File: src/rtl/spi_reg_ctrl_pkg.sv
// Shared state encoding, command-byte layout and constants for the SPI
// command/register controller.
package spi_reg_ctrl_pkg;

    localparam int                ADDR_W      = 7;
    localparam int                CMD_RD_BIT  = 7;
    localparam logic [ADDR_W-1:0] ERRCNT_ADDR = 7'h7F;
    localparam logic [7:0]        DEF_ID_BYTE = 8'hA5;

    typedef logic [ADDR_W-1:0] addr_t;

    typedef enum logic [2:0] {
        ST_IDLE,
        ST_CMD,
        ST_WR,
        ST_RD_LOAD,
        ST_RD_WAIT
    } state_e;

    function automatic logic [7:0] sat_inc8(input logic [7:0] v);
        return (v == 8'hFF) ? v : v + 8'd1;
    endfunction

endpackage

File: src/rtl/spi_reg_ctrl_cs_sync.sv
// Two-flop synchronizer for the raw chip select with single-cycle
// falling (frame start) and rising (frame end) pulses.
module spi_cs_sync (
    input  logic clk,
    input  logic rst_n,
    input  logic cs_n_i,
    output logic cs_n_sync_o,
    output logic fall_o,
    output logic rise_o
);

    logic meta_q;
    logic sync_q;
    logic prev_q;

    // NOTE: clocked state uses non-blocking assignments so every flop samples
    // the pre-edge value of its neighbour; blocking here would collapse the chain.
    always_ff @(posedge clk or negedge rst_n) begin
        if (!rst_n) begin
            meta_q <= 1'b1;
            sync_q <= 1'b1;
            prev_q <= 1'b1;
        end else begin
            meta_q <= cs_n_i;
            sync_q <= meta_q;
            prev_q <= sync_q;
        end
    end

    assign cs_n_sync_o = sync_q;
    assign fall_o      = prev_q & ~sync_q;
    assign rise_o      = ~prev_q & sync_q;

endmodule

File: src/rtl/spi_reg_ctrl.sv
// SPI command/register controller on the user side of SPI_SLAVE.
// Optional saturating error counter at 7'h7F: define SPI_REG_CTRL_ERRCNT_EN.
module spi_reg_ctrl
    import spi_reg_ctrl_pkg::*;
#(
    parameter int unsigned NUM_REGS  = 8,
    parameter logic [7:0]  REG_RESET = 8'hFF,
    parameter logic [7:0]  ID_BYTE   = DEF_ID_BYTE
) (
    input  logic                  CLK,
    input  logic                  RST_N,
    input  logic                  CS_N,
    output logic [7:0]            SPI_DIN,
    output logic                  SPI_DIN_VLD,
    input  logic                  SPI_READY,
    input  logic [7:0]            SPI_DOUT,
    input  logic                  SPI_DOUT_VLD,
    output logic [NUM_REGS*8-1:0] REGS,
    output logic [NUM_REGS-1:0]   WR_STB,
    output logic                  BUSY
);

    localparam logic [ADDR_W:0] NUM_REGS_L = (ADDR_W+1)'(NUM_REGS);

    state_e              state_q, state_d;
    addr_t               addr_q, addr_d;
    logic [7:0]          din_q, din_d;
    logic                din_vld_q, din_vld_d;
    logic [7:0]          regs_q [NUM_REGS];
    logic [7:0]          regs_d [NUM_REGS];
    logic [NUM_REGS-1:0] wr_stb_q, wr_stb_d;

    logic                cs_n_sync;
    logic                cs_fall;
    logic                cs_rise;
    logic                accept;
    logic                addr_in_range;
    logic [7:0]          rd_data;

    spi_cs_sync u_cs_sync (
        .clk         (CLK),
        .rst_n       (RST_N),
        .cs_n_i      (CS_N),
        .cs_n_sync_o (cs_n_sync),
        .fall_o      (cs_fall),
        .rise_o      (cs_rise)
    );

    assign accept        = SPI_READY & din_vld_q;
    assign addr_in_range = ({1'b0, addr_q} < NUM_REGS_L);

`ifdef SPI_REG_CTRL_ERRCNT_EN
    logic [7:0] errcnt_q, errcnt_d;
    logic       addr_is_errcnt;

    assign addr_is_errcnt = (addr_q == ERRCNT_ADDR);

    always_ff @(posedge CLK or negedge RST_N) begin
        if (!RST_N) errcnt_q <= 8'h00;
        else        errcnt_q <= errcnt_d;
    end
`endif

    // Out-of-range addresses read as zero unless they hit the error counter.
    always_comb begin
        rd_data = 8'h00;
        for (int i = 0; i < NUM_REGS; i++) begin
            if (addr_q == addr_t'(i)) rd_data = regs_q[i];
        end
`ifdef SPI_REG_CTRL_ERRCNT_EN
        if (addr_is_errcnt) rd_data = errcnt_q;
`endif
    end

    // NOTE: every signal driven here gets a default first, so no path can
    // leave one unassigned and synthesis never has to infer a latch.
    always_comb begin
        state_d   = state_q;
        addr_d    = addr_q;
        din_d     = din_q;
        din_vld_d = din_vld_q;
        regs_d    = regs_q;
        wr_stb_d  = '0;
`ifdef SPI_REG_CTRL_ERRCNT_EN
        errcnt_d  = errcnt_q;
`endif

        unique case (state_q)
            ST_IDLE: begin
                din_d     = ID_BYTE;
                din_vld_d = 1'b1;
                if (cs_fall) state_d = ST_CMD;
            end

            ST_CMD: begin
                if (accept) din_vld_d = 1'b0;
                if (SPI_DOUT_VLD) begin
                    addr_d  = SPI_DOUT[ADDR_W-1:0];
                    state_d = SPI_DOUT[CMD_RD_BIT] ? ST_RD_LOAD : ST_WR;
                end
            end

            ST_WR: begin
                if (accept) din_vld_d = 1'b0;
                if (SPI_DOUT_VLD) begin
                    for (int i = 0; i < NUM_REGS; i++) begin
                        if (addr_q == addr_t'(i)) begin
                            regs_d[i]   = SPI_DOUT;
                            wr_stb_d[i] = 1'b1;
                        end
                    end
`ifdef SPI_REG_CTRL_ERRCNT_EN
                    if (addr_is_errcnt)     errcnt_d = 8'h00;
                    else if (!addr_in_range) errcnt_d = sat_inc8(errcnt_q);
`endif
                    addr_d = addr_q + 1'b1;
                end
            end

            ST_RD_LOAD: begin
                din_d     = rd_data;
                din_vld_d = 1'b1;
                state_d   = ST_RD_WAIT;
`ifdef SPI_REG_CTRL_ERRCNT_EN
                if (!addr_in_range && !addr_is_errcnt) errcnt_d = sat_inc8(errcnt_q);
`endif
            end

            ST_RD_WAIT: begin
                if (accept) begin
                    din_vld_d = 1'b0;
                    addr_d    = addr_q + 1'b1;
                    state_d   = ST_RD_LOAD;
                end
            end

            default: state_d = ST_IDLE;
        endcase

        // Frame end wins over everything except a byte landing the same cycle,
        // which has already been committed above.
        if (cs_rise) begin
            state_d   = ST_IDLE;
            din_vld_d = 1'b0;
            din_d     = ID_BYTE;
        end
    end

    always_ff @(posedge CLK or negedge RST_N) begin
        if (!RST_N) begin
            state_q   <= ST_IDLE;
            addr_q    <= '0;
            din_q     <= ID_BYTE;
            din_vld_q <= 1'b0;
            wr_stb_q  <= '0;
            // NOTE: this bank is board-visible state with a defined power-up
            // value, so it is reset like any flop rather than left as RAM.
            for (int i = 0; i < NUM_REGS; i++) regs_q[i] <= REG_RESET;
        end else begin
            state_q   <= state_d;
            addr_q    <= addr_d;
            din_q     <= din_d;
            din_vld_q <= din_vld_d;
            wr_stb_q  <= wr_stb_d;
            regs_q    <= regs_d;
        end
    end

    for (genvar g = 0; g < NUM_REGS; g++) begin : g_regs_out
        assign REGS[8*g +: 8] = regs_q[g];
    end

    assign SPI_DIN     = din_q;
    assign SPI_DIN_VLD = din_vld_q;
    assign WR_STB      = wr_stb_q;
    assign BUSY        = ~cs_n_sync;

endmodule

File: config.mk
export PLATFORM = sky130hd
export DESIGN_NAME = spi_reg_ctrl
export DESIGN_NICKNAME = d
export VERILOG_FILES = /design/src/rtl/spi_reg_ctrl_pkg.sv /design/src/rtl/spi_reg_ctrl_cs_sync.sv /design/src/rtl/spi_reg_ctrl.sv
export SDC_FILE = /design/constraint.sdc
export NUM_CORES = 1
export LEC_CHECK = 0
export CELL_PAD_IN_SITES_DETAIL_PLACEMENT = 0
export CELL_PAD_IN_SITES_GLOBAL_PLACEMENT = 1
export CORE_ASPECT_RATIO = 1.5
export CORE_MARGIN = 8
export CORE_UTILIZATION = 44
export DETAILED_ROUTE_END_ITERATION = 10
export PLACE_DENSITY = 0.94
export SETUP_SLACK_MARGIN = 0.1
export SLEW_MARGIN = 20
export SYNTH_ARGS = -nofsm -noshare
export SYNTH_HDL_FRONTEND = slang
export SYNTH_SLANG_ARGS = --single-unit
File: constraint.sdc
create_clock -name CLK -period 4.5 [get_ports CLK]
set_clock_uncertainty 0.15 [all_clocks]
set_input_delay 0.9 -clock CLK [delete_from_list [all_inputs] [get_ports CLK]]
set_output_delay 0.9 -clock CLK [all_outputs]
set_load 0.02 [all_outputs]
[After elaboration in Yosys (flattened, before gate mapping)]
Cells that the tools add are included.
Cells by class
  add/sub/neg operators: 1
  eq/ne operators: 19
  multiplexer cells: 33
  bitwise gates (word level): 5
  reduce and logical (&&, ||, !) cells: 18
Operators with widths (count)
  $mux 8: 11
  $eq 7x3->1 const B: 4
  $reduce_and 3->1: 8
  $mux 7: 3
  $pmux 7 s3: 1
  $pmux 8 s2: 1
  $pmux 3 s5: 1
  $eq 7x2->1 const B: 2
  $mux 3: 4
  $mux 1: 11
  $ne 3x3->1 const B: 3
  $reduce_bool 3->1: 3
  $ne 2x2->1 const B: 4
  $reduce_and 4->1: 2
  $add 7x1->7 const B: 1
  $eq 7x1->1 const B: 1
  $logic_not 7->1: 1
  $eq 3x2->1 const B: 2
  $and 1x1->1: 3
  $eq 3x1->1 const B: 1
  $eq 3x3->1 const B: 1
  $logic_not 3->1: 1
  $ne 3x1->1 const B: 1
  $reduce_or 3->1: 1
  other kinds (4): 5
Storage, ports and cells
  bits in registers: 94
  input port bits: 13

[Logic depth before layout (Yosys ltp)]
Gate-level depths: netlist (run 1).
  depth after elaboration: 11
  depth in mapped cells: 9
  depth with buffers taken out: 7

[Cells and area by module]
A second synthesis (run 1) with hierarchy kept.
Second synthesis, totals
  cells, all modules: 385
  area total of the unflattened synthesis: 4575.6 µm²
By module, submodules not included
  spi_reg_ctrl: instances 1, cells each 380, area an instance 4481.8 µm², seq. area each 2362.3 µm²
  spi_cs_sync: instances 1, cells each 5, area an instance 93.8 µm², seq. area each 78.8 µm²

[Worst setup path before layout (run 1)]
Ideal clock, no wire load.
  kind: register -> register
  start point: reg addr_q[0]
  end point: reg din_q[2] (netlist: SPI_DIN[2])
  setup time: 87 ps
  arrival time: 1995 ps
  data required time: 4263 ps
  setup slack: 2268 ps
  cell stages (with the launch flop): 10
  period minus slack after synthesis: 2232 ps
  path through: dfrtp_1 > ha_1 > buf_2 > and2_1 > clkbuf_1 > and2_1 > clkbuf_1 > a221o_1 > nor4_1 > nor3_1
On the way
  cells in the longest elaborated chain, start to end: 11
  elaborated cells on any way between the ends: 18
  those cells by class: 7 x eq/ne; 10 x mux; 1 x reduce/logical
Ends and longest elaborated chain
  start, declared: line spi_reg_ctrl.sv:26  | addr_t addr_q, addr_d;
  start signal, assigned: line spi_reg_ctrl.sv:161  | addr_q <= addr_d;
  $logic_not 7->1: line spi_reg_ctrl.sv:68  | if (addr_q == addr_t'(i)) rd_data = regs_q[i];
  $mux 8 (7 in series): line spi_reg_ctrl.sv:68
  $mux 8 (*): line spi_reg_ctrl.sv:68
  $pmux 8 s2 (*): line spi_reg_ctrl.sv:88  | unique case (state_q)
  $mux 8 (*): line spi_reg_ctrl.sv:142  | if (cs_rise) begin
  end signal, assigned: line spi_reg_ctrl.sv:162  | din_q <= din_d;
  end, declared: line spi_reg_ctrl.sv:27  | logic [7:0] din_q, din_d;
Mark *: on every way between the ends. The rest lies on a longest branch, timed or not.
A chain may end at the register's enable or synchronous reset.

[Worst setup path in the final report (run 1)]
  start point: reg addr_q[0]
  end point: reg din_q[6] (netlist: SPI_DIN[6])
The elaborated chain is that of the path after synthesis.

==> run metrics, run 1 <==
PwrDens 443.5 mW/mm^2; pre-CTS WS 1522 ps; CP Data Required Time 4630 ps; Die H 142.4 microns; first-pass GRT wire length 22340 microns; crit path max-delay cell type nor3_1; worst skew pair latency 350 ps; Register Area 0.002441 sq mm; post-route ant nets 0; status complete, no violations; P&R area growth vs syn 28.72%; vias 3849; vias in the first global route 3895; mapped cell area 0.004683 sq mm; share of cells above drive strength 1 0.3286; Worst-path clk slew 70 ps; dominant synthesized flop cell dfstp_2; post-route setup slack 1644 ps; Initial Util 0.4471; slowest stage delay, CP 610 ps; Post-synth EDFFs 0; critical-path cell list ha_1 -> clkinv_1 -> nor3_1 -> a221oi_1 -> o21a_1 -> o21ai_1; Final nets 509; wire per inst 22.14 microns; row count 46; Mapped Cells 409; crit path kind reg -> reg; IR drop worst, VDD 0.2481 mV; maxcap violations 0; Root Driver clkbuf_16; IO Pins 95; Worst Tran Pin Value 1044 ps; post-DP HPWL 10100 microns; buffers from clock root to sink, at most 2; post-cts sizing count 0; Mapped Nets 427; # diodes 0; pins over their slew limit 0; IO Port Bufs 94; FILL cells 909; Final setup viols 0; GP Congestion 0.8624; GRT overflow 0; final hold viol count 0; pin count of the biggest net entering global routing 84; Avg Inst Size Synth 11.45 sq um; register area share after synthesis 0.5212; final total power 2.673 mW; Hold Path Class reg -> reg; die width 100.2 microns; relative slew slack 0.3015; Ys Warns 0; RSZ-0062 raised after global routing no; #FFs+latches synth 94; core box area 0.01048 sq mm; vias per std cell 6.014; final wirelength 14170 microns; Final Util 0.5755; Period minus WS final 2856 ps; arrival time worst endpoint 2990 ps; initial antenna violation count 0; CP endpoint kind register; setup TNS 0 ps; drt drc 0; Leakage 2.376 nW; fin crit share 0.6347; hold_buf cts 0; commonest non-fill, non-tap cell in the layout clkdlybuf4s50_1; DRT iter0 DRCs 241; critical path fanouts, max 17; Num CTS Buffers 9; most frequent cells in the layout clkdlybuf4s50_1, dfstp_2, mux2_2; post-CTS setup buffers 0; FMAX 0.3501 GHz; TritonCTS clock tree yes; Startpoint Class register; synth unique cells 64; Clock Sinks 94; ys async rst share 1.000; GRT Util Overall 0.2058; multi-input logic area 0.002081 sq mm; die area 0.01427 sq mm; first-pass detailed-route iteration total 4; CTS H-tree depth 3
cell families (layout without fill, tap and decap cells):
logic type | Yosys count | count (layout) | synth area share
simple gates | 109 | 109 | 0.1336
xor+xnor | 2 | 2 | 0.003741
mux | 62 | 62 | 0.1488
flops | 94 | 94 | 0.5212
compound gates | 98 | 98 | 0.1435
buf+inv | 39 | 126 | 0.03580
fa+ha+maj | 5 | 5 | 0.01336
area by class of cell:
| type | instances | share of cell area |
|---|---|---|
| Timing Repair Buffer | 95 | 0.1575 |
| Tap cell | 144 | 0.02989 |
| Sequential cell | 94 | 0.4049 |
| Clock buffer | 13 | 0.04483 |
| Inverter | 15 | 0.009340 |
| Multi-Input combinational cell | 276 | 0.3452 |
| Clock inverter | 3 | 0.008302 |
metrics by stage:
step | area, sq um | hold slack [ps] | instances
3_5_place_dp | 5698 | 202.4 | 624
5_1_grt | 6028 | 216.2 | 640
2_1_floorplan | 4683 | 195.2 | 409
6_report | 6028 | 209.2 | 640
4_1_cts | 6018 | 212.0 | 640
3_3_place_gp | 5698 | 199.4 | 624
per-layer routing:
metal | part of all wire | up-vias | track usage
met5 | 0 | - | 0
met3 | 0.066 | 48 | 0.04358
li1 | - | 1671 | -
met4 | 0.043 | 0 | 0.1344
met2 | 0.51 | 224 | 0.3428
met1 | 0.38 | 1906 | 0.2318
flip-flops by register name (all words and copies together), names as in the netlist, 3 cells and up:
register and count:
REGS 64, SPI_DIN 8, state_q 3, WR_STB 8, addr_q 7
Yosys cell counts, types with 3 or more instances:
library cell / n / area (sq um)
and3_1: 4 / 25.02
nor3_1: 12 / 60.06
dfstp_2: 71 / 1866
a221oi_1: 3 / 26.28
nor2b_1: 3 / 18.77
o21ai_0: 16 / 80.08
nand3_1: 6 / 30.03
nand2_1: 18 / 67.56
o21a_1: 3 / 22.52
buf_2: 10 / 50.05
o211ai_1: 3 / 22.52
o31a_1: 3 / 26.28
nor2_1: 29 / 108.9
clkbuf_1: 12 / 45.04
o221ai_1: 3 / 26.28
a22oi_1: 4 / 30.03
ha_1: 5 / 62.56
nand4b_1: 3 / 26.28
nor4_1: 4 / 25.02
a21oi_1: 22 / 110.1
inv_1: 14 / 52.55
nor2_2: 3 / 18.77
mux2_2: 61 / 686.9
dfrtp_1: 23 / 575.6
o22a_1: 5 / 43.79
a211oi_1: 4 / 30.03
a31oi_1: 7 / 43.79
o32ai_1: 4 / 35.03
and2_1: 4 / 25.02
nand2b_1: 4 / 25.02
final timing paths:
kind / endpoint / depth (start not counted) / start / slack [ps]
max: SPI_DIN[6]$_DFFE_PN0P_ / 6 / addr_q[0]$_DFFE_PN0P_ / 1640
min: u_cs_sync.cs_n_sync_o$_DFF_PN1_ / 0 / u_cs_sync.meta_q$_DFF_PN1_ / 210
max reg2reg: SPI_DIN[6]$_DFFE_PN0P_ / 6 / addr_q[0]$_DFFE_PN0P_ / 1640
min reg2reg: u_cs_sync.cs_n_sync_o$_DFF_PN1_ / 0 / u_cs_sync.meta_q$_DFF_PN1_ / 210
max in group asynchronous: SPI_DIN[5]$_DFFE_PN1P_ / 2 / RST_N / 3030
min in group asynchronous: WR_STB[1]$_DFF_PN0_ / 1 / RST_N / 430
critical path: cells and delay by family, from the launching register on:
family                     cells  cell delay (ps)
buffers and inverters          1              540
DFF                            1              420
AOI/OAI and AO/OA              3              500
adders and majority gates      1              560
and+or+nand+nor                1              610
power breakdown:
part	internal (mW)	total (mW)	switching [mW]
clock	0.481	0.811	0.329
sequential	0.953	1.11	0.161
combinational	0.302	0.748	0.447
(Power assumes the default switching activity.)
==> inputs of run 2 (changes only) <==
CORE_UTILIZATION = 41   (was 44)
PLACE_DENSITY = 0.89   (was 0.94)
clock period = 2.9 ns   (was 4.5 ns; I/O delays follow)
==> run metrics, run 2 (synthesis results as in run 1) <==
status complete, no violations; TritonCTS clock tree yes; Worst R2R Start addr_q[0]$_DFFE_PN0P_; maxcap violations 0; R2R depth 8; Worst Hold Slack 49.78 ps; CTS H-tree depth 3; share of cells above drive strength 1 0.3457; GP Congestion 0.8987; fin crit share 0.8730; Num CTS Buffers 9; DRT iter0 DRCs 245; Placed Area 0.005838 sq mm; drt drc 0; vias in the first global route 3997; r2r setup slk 370 ps; Root Driver clkbuf_16; GRT Util Overall 0.1971; first-pass GRT wire length 22440 microns; reg-to-reg endpoint SPI_DIN[1]$_DFFE_PN0P_; PwrDens 686.6 mW/mm^2; Period minus WS final 2532 ps; worst skew pair latency 340 ps; FILL cells 971; post-cts sizing count 0; arrival time worst endpoint 2590 ps; vias 3865; Die H 146.9 microns; Clock Sinks 94; GRT overflow 0; Leakage 2.450 nW; met1 GRT Util 0.2255; critical path fanouts, max 7; post-route setup slack 368.2 ps; multi-input logic area 0.002074 sq mm; busiest grt layer met2; FMAX 0.3950 GHz; crit path kind reg -> reg; RSZ-0062 raised after global routing no; # diodes 0; pins over their slew limit 0; final hold viol count 0; CP Data Required Time 2960 ps; IO Port Bufs 94; buffers from clock root to sink, at most 2; setup TNS 0 ps; IO Pins 95; initial antenna violation count 0; die width 103.3 microns; hold_buf cts 0; final wirelength 14570 microns; P&R area growth vs syn 31.39%; post-CTS setup buffers 0; wire per inst 22.01 microns; Final nets 525; pre-CTS WS 261.6 ps; pin count of the biggest net entering global routing 39; vias per std cell 5.838; die area 0.01517 sq mm; Initial Util 0.4126; Worst-path clk slew 60 ps; design area 0.006153 sq mm; IR drop worst, VDD 0.3430 mV; Final setup viols 0; commonest non-fill, non-tap cell in the layout clkdlybuf4s50_1; final total power 4.225 mW; flip-flop count of the largest register after layout 64; post-route ant nets 0; GRT met3 Usage 0.03221; first-pass detailed-route iteration total 6; Register Area 0.002441 sq mm; core box area 0.01135 sq mm; post-DP HPWL 10800 microns; Hold Path Class in -> async; most frequent cells in the layout clkdlybuf4s50_1, dfstp_2, mux2_2; relative slew slack 0.6068; row count 48; Startpoint Class register; CP endpoint kind register; met2 usage 0.3419; Worst Tran Pin Value 589.8 ps
## run 2: changes by cell type in the layout (fill, tap and decap cells not counted), sizes merged
cell / previous run / this run
buf: 2 / 18
clkbuf: 13 / 11
bufinv: 1 / 2
clkinv: 2 / 3
## run 2: how the worst max path moves through the flow
| stage | start | endpoint | depth (start not counted) |
|---|---|---|---|
| floorplan | addr_q[0]$_DFFE_PN0P_ | SPI_DIN[2]$_DFFE_PN1P_ | 9 |
| global placement | SPI_DOUT_VLD | REGS[45]$_DFFE_PN1P_ | 4 |
| detailed placement | SPI_DOUT_VLD | REGS[45]$_DFFE_PN1P_ | 4 |
| CTS | addr_q[0]$_DFFE_PN0P_ | SPI_DIN[1]$_DFFE_PN0P_ | 8 |
| global route | addr_q[0]$_DFFE_PN0P_ | SPI_DIN[1]$_DFFE_PN0P_ | 8 |
| finish | addr_q[0]$_DFFE_PN0P_ | SPI_DIN[1]$_DFFE_PN0P_ | 8 |
## run 2: per-layer routing
layer	vias up	part of all wire
li1	1709	-
met1	1941	0.37
met2	174	0.54
met3	41	0.052
met4	0	0.036
met5	-	0
## run 2: worst max-delay path: stages, from the launching register on
cell and delay [ps]:
dfrtp_1 440, inv_1 90, ha_1 300, or3b_2 480, o21ai_0 130, a2111oi_0 130
a2111oi_0 410, buf_4 180, o21ai_0 90
## run 2: cell type report
cell class	instances	share of cell area
Tap cell	150	0.03050
Sequential cell	94	0.3967
Timing Repair Buffer	111	0.1753
Clock buffer	11	0.03782
Multi-Input combinational cell	276	0.3371
Clock inverter	5	0.01342
Inverter	15	0.009150
## run 2: power by group
group	switching (mW)	total (mW)	internal, mW
Clock	0.504	1.26	0.759
Combinational	0.704	1.23	0.526
Sequential	0.252	1.73	1.48
## run 2: stage by stage
stage,cells,util
3_5_place_dp,646,0.5143
3_3_place_gp,646,0.5143
2_1_floorplan,409,-
6_report,662,0.5421
4_1_cts,662,0.5421
5_1_grt,662,0.5421
